--- config.mk ---
export PLATFORM = sky130hd
export DESIGN_NAME = seven_seg_decoder
export DESIGN_NICKNAME = d
export VERILOG_FILES = /design/src/rtl/seven_seg_decoder.sv
export SDC_FILE = /design/constraint.sdc
export NUM_CORES = 1
export LEC_CHECK = 0
export ABC_AREA = 0
export CAP_MARGIN = 10
export CORE_UTILIZATION = 40
export DETAILED_ROUTE_END_ITERATION = 12
export PLACE_DENSITY = 0.83
export SLEW_MARGIN = 5
export SYNTH_ARGS = -nofsm -noshare
export SYNTH_HDL_FRONTEND = slang
export SYNTH_SLANG_ARGS = --single-unit
--- constraint.sdc ---
create_clock -name clk -period 1.37 [get_ports clk]
set_clock_uncertainty 0.05 [all_clocks]
set_input_delay 0.411 -clock clk [delete_from_list [all_inputs] [get_ports clk]]
set_output_delay 0.411 -clock clk [all_outputs]
set_load 0.05 [all_outputs]
--- src/rtl/seven_seg_decoder.sv ---
// Registered hex/BCD to seven-segment decoder for one display digit.
// Latency 1 cycle; en=0 holds outputs (no backpressure, no handshake).
module seven_seg_decoder #(
  parameter bit ACTIVE_LOW = 1'b0,
  parameter bit HEX_EN     = 1'b1
) (
  input  logic       clk,
  input  logic       rst_n,
  input  logic       en,
  input  logic [3:0] in,
  input  logic       blank,
  input  logic       lamp_test,
  input  logic       dp_in,
  output logic [6:0] seg,
  output logic       dp,
  output logic       valid
);

  localparam logic [6:0] SEG_ALL  = 7'h7F;
  localparam logic [6:0] SEG_NONE = 7'h00;
  localparam logic [6:0] SEG_DASH = 7'h40;

  // Output-pin values meaning "everything dark" for the chosen polarity.
  localparam logic [6:0] SEG_OFF = ACTIVE_LOW ? 7'h7F : 7'h00;
  localparam logic       DP_OFF  = ACTIVE_LOW;

  logic [6:0] glyph;
  logic [6:0] seg_hi;
  logic       dp_hi;
  logic       valid_nxt;

  always_comb begin
    glyph = SEG_DASH;
    case (in)
      4'h0: glyph = 7'h3F;
      4'h1: glyph = 7'h06;
      4'h2: glyph = 7'h5B;
      4'h3: glyph = 7'h4F;
      4'h4: glyph = 7'h66;
      4'h5: glyph = 7'h6D;
      4'h6: glyph = 7'h7D;
      4'h7: glyph = 7'h07;
      4'h8: glyph = 7'h7F;
      4'h9: glyph = 7'h6F;
      4'hA: glyph = HEX_EN ? 7'h77 : SEG_DASH;
      4'hB: glyph = HEX_EN ? 7'h7C : SEG_DASH;
      4'hC: glyph = HEX_EN ? 7'h39 : SEG_DASH;
      4'hD: glyph = HEX_EN ? 7'h5E : SEG_DASH;
      4'hE: glyph = HEX_EN ? 7'h79 : SEG_DASH;
      4'hF: glyph = HEX_EN ? 7'h71 : SEG_DASH;
      default: glyph = SEG_DASH;
    endcase
  end

  // Lamp test beats blank, blank beats normal decode; all in active-high form.
  always_comb begin
    seg_hi    = glyph;
    dp_hi     = dp_in;
    valid_nxt = (in <= 4'd9);
    if (lamp_test) begin
      seg_hi    = SEG_ALL;
      dp_hi     = 1'b1;
      valid_nxt = 1'b0;
    end else if (blank) begin
      seg_hi    = SEG_NONE;
      dp_hi     = 1'b0;
      valid_nxt = 1'b0;
    end
  end

  always_ff @(posedge clk) begin
    if (!rst_n) begin
      seg   <= SEG_OFF;
      dp    <= DP_OFF;
      valid <= 1'b0;
    end else if (en) begin
      seg   <= seg_hi ^ {7{ACTIVE_LOW}};
      dp    <= dp_hi ^ ACTIVE_LOW;
      valid <= valid_nxt;
    end
  end

endmodule

After elaboration in Yosys (flattened, before gate mapping)
Memory sizes are Yosys's and may differ from the RTL's. Cells that the tools add are included.

Register bits after elaboration: 9. Memory bits (read-only): 112. Bits of input ports: 10. Output and inout port bits: 9. Logic and storage cells: 11. Memories: 1.

Memories: (name not given) (depth 16, bits a word 7, read ports 1, clocked after Yosys merged registers in 0, wr ports 0, line 34) `case (in)`.

Magnitude comparators: 1. Mux-type cells: 6.

Operators by type and width (number): 7-bit two-way mux (2); 4-bit <= comparator, second input constant (1); 1-bit two-way mux (4).

Longest topological paths before layout
Word-level depth: 3. Gate-level depth with buffers: 6. Gate-level depth less buffers: 6.

Worst setup path after synthesis
Ideal clock, no wire load.

Kind: input-to-reg. Start point: input in[0]. End point: register seg[6]. Setup time: 0.059 ns. Arrival time: 1.340 ns. Data required time: 1.261 ns. Slack: -0.079 ns. Cell stages on the path: 5. Path buffers: 0. Path through: inv_1 -> ha_1 -> mux2_4 -> a221oi_2 -> o221a_2.

Longest elaborated chain between the ends: 3.

Ends and longest elaborated chain: from (decl) (line 10) `input logic [3:0] in,`; memory read 16 x 7 bit; 7-bit two-way mux (line 64) `end else if (blank) begin`; 7-bit two-way mux (line 60) `if (lamp_test) begin`; to (signal assigned) (line 77) `seg <= seg_hi ^ {7{ACTIVE_LOW}};`; to (decl) (line 14) `output logic [6:0] seg,`.

Every way passes these cells. A chain may end at the register's enable or synchronous reset.

Final worst setup path
Same ends and word-level chain as after synthesis.

==> run summary <==
EDFF count, synth -> 0
H-tree depth -> 1
DP Cell Count -> 121
post-synthesis register bit count -> 9
ys flop type -> dfxtp_1
Worst Hold Class -> reg -> reg
P&R area growth vs syn -> 86.60%
initial antenna violation count -> 0
P_leak -> 0.0005039 uW
clock tree from TritonCTS -> done
final-report max-slew violation count -> 0
antenna fix cells -> 0
vias per cell -> 5.728
Peak Freq -> 0.7438 GHz
Worst setup SP type -> primary input
status -> completed
Wirelength per Cell -> 16.76 um
WS Path Type -> in -> reg
global-route usage over all layers -> 27.64%
share of layout cells above drive strength 1 -> 51.82%
critical path endpoint category -> flop
final hold violations -> 0
total number of vias -> 716
min cycle time layout -> 1.345 ns
most instantiated cells after synthesis -> 9 x dfxtp_1, 8 x o21ai_0, 7 x nor2_1, 6 x ha_1, 5 x a21oi_1
Overflow after GRT -> 0
Clock Tree Root -> clkbuf_4
arrival time of data at the critical path endpoint -> 1.51 ns
gpl congestion -> 0.8811
CTS Hold Bufs -> 0
Tightest Pin Transition -> 0.2765 ns
clk buf depth -> 2
initial drt markers -> 9
Slew headroom -> 81.53%
most frequent cell after synthesis -> dfxtp_1
Syn Nets -> 86
area share of the largest cell type after synthesis -> 29.69%
FILL cells -> 77
crit share post-route -> 98.14%
Seq/Total Area, Yosys -> 29.69%
Starting Density -> 44.95%
Async S/R FF share, synth -> 0%
latest clock arrival within the worst-skew pair -> 0.27 ns
RSZ-0062 raised after global routing -> false
pre-CTS setup slack -> -0.6873 ns
Synth Cell Area -> 606.8 um^2
maxcap violations -> 0
# clock sinks -> 9
first-pass GRT wire length -> 2.856 mm
drt pass-1 iters -> 4
FF+latch area -> 180.2 um^2
crit path max fanout -> 4
VDD IR max -> 0.0005463 V
footprint of the multi-input gates -> 452.9 um^2
# IOs -> 19
Die Y -> 40.95 um
DP HPWL -> 1.414 mm
Rows -> 13
Post-Syn Area per Cell -> 8.669 um^2
I/O Buffers -> 18
Synth area leader -> dfxtp_1
vias in the first global route -> 639
die area -> 1677 um^2
largest net degree at the start of global routing -> 12
antenna-violating nets left -> 0
number of library cell types mapped by synthesis -> 27
DIE WIDTH -> 40.95 um
Hold WS -> 0.5169 ns
fin nets -> 127
Reg clk slew, reported paths -> 0.06 ns
synthesized instance count -> 70
Non-Filler Instances -> 125
Power Dens Cells -> 780.8 nW/um^2
Final Setup Violations -> 0
top post-synthesis cells by area -> dfxtp_1 30%, ha_1 12%, o21ai_0 6.6%
setup ws final -> 0.02548 ns
Syn. warnings -> 0
Core Footprint -> 1350 um^2
WL final -> 2.095 mm
CTS buffer count -> 3
Worst Path Required -> 1.54 ns
DRC Markers -> 0
## registers in the layout, summed over array words and instances (netlist names)
| signal | cells |
|---|---|
| seg | 7 |
| dp | 1 |
| valid | 1 |
## power by group
group / internal, uW / switching (uW)
clock network: 113 / 103
logic: 187 / 180
registers: 281 / 20.2
## worst paths after layout
path	from	endpoint	slack, ns	cells past startpoint
setup / recovery	in[0]	seg[6]$_SDFFE_PN0P_	0.03	6
hold / removal	seg[4]$_SDFFE_PN0P_	seg[4]$_SDFFE_PN0P_	0.52	2
setup reg to reg	valid$_SDFFE_PN0P_	valid$_SDFFE_PN0P_	0.56	2
hold reg to reg	seg[4]$_SDFFE_PN0P_	seg[4]$_SDFFE_PN0P_	0.52	2
## cell type report
type / instances / area share, %
flip-flops and latches: 9 / 15.91
inverters: 4 / 1.326
clock buffers: 4 / 2.320
repair buffers: 41 / 38.78
well taps: 15 / 1.657
multi-input cells: 52 / 40.00
## timing repair
action	4_1_cts	5_1_grt
setup buffers	0	0
endpoints found under the setup margin	8	6
gates resized for setup	21	8
pin swaps	3	2
## worst max-delay path, stage by stage
cell      delay [ns]
clkbuf_4        0.16
inv_2           0.08
ha_4            0.17
mux2_4          0.26
a221oi_2        0.22
o221a_2         0.21
## cells by family after synthesis
logic type / Yosys count / synth area share, %
adders and majority gates: 6 / 12.37
and+or+nand+nor: 16 / 12.58
AOI/OAI and AO/OA: 26 / 30.10
buffers and inverters: 9 / 7.834
muxes: 4 / 7.422
DFF: 9 / 29.69
## layer usage
layer	GRT usage, %	routed length, um	share of wire (%)
met3	8.152	89	4.2
met5	0	0	0
met4	7.500	15	0.72
met2	51.17	1112	53
met1	29.74	878	42
## cell usage in the layout (no fill, tap or decap), types with 2 or more instances in the layout
master and n:
inv_2 3, buf_12 9, buf_4 21, o21ai_0 7, mux2i_1 2, a221oi_2 2, clkbuf_4 4, a31oi_1 3
ha_4 3, clkdlybuf4s50_1 4, ha_1 3, nor3_2 2, nor2_1 6, nor2b_1 4, dfxtp_1 9, buf_6 2
o221a_2 3, a21oi_1 5
## stage by stage
step / area, um^2 / setup TNS, ns / power, uW / utilization [%]
2_1_floorplan: 621.8 / -0.01492 / 460.7 / -
3_3_place_gp: 1051 / -4.768 / 637.9 / 77.85
3_5_place_dp: 1051 / -5.293 / 648.6 / 77.85
4_1_cts: 1114 / 0 / 876.2 / 82.48
5_1_grt: 1132 / 0 / 918.5 / 83.87
6_report: 1132 / 0 / 884.2 / 83.87
(Power assumes the default switching activity.)
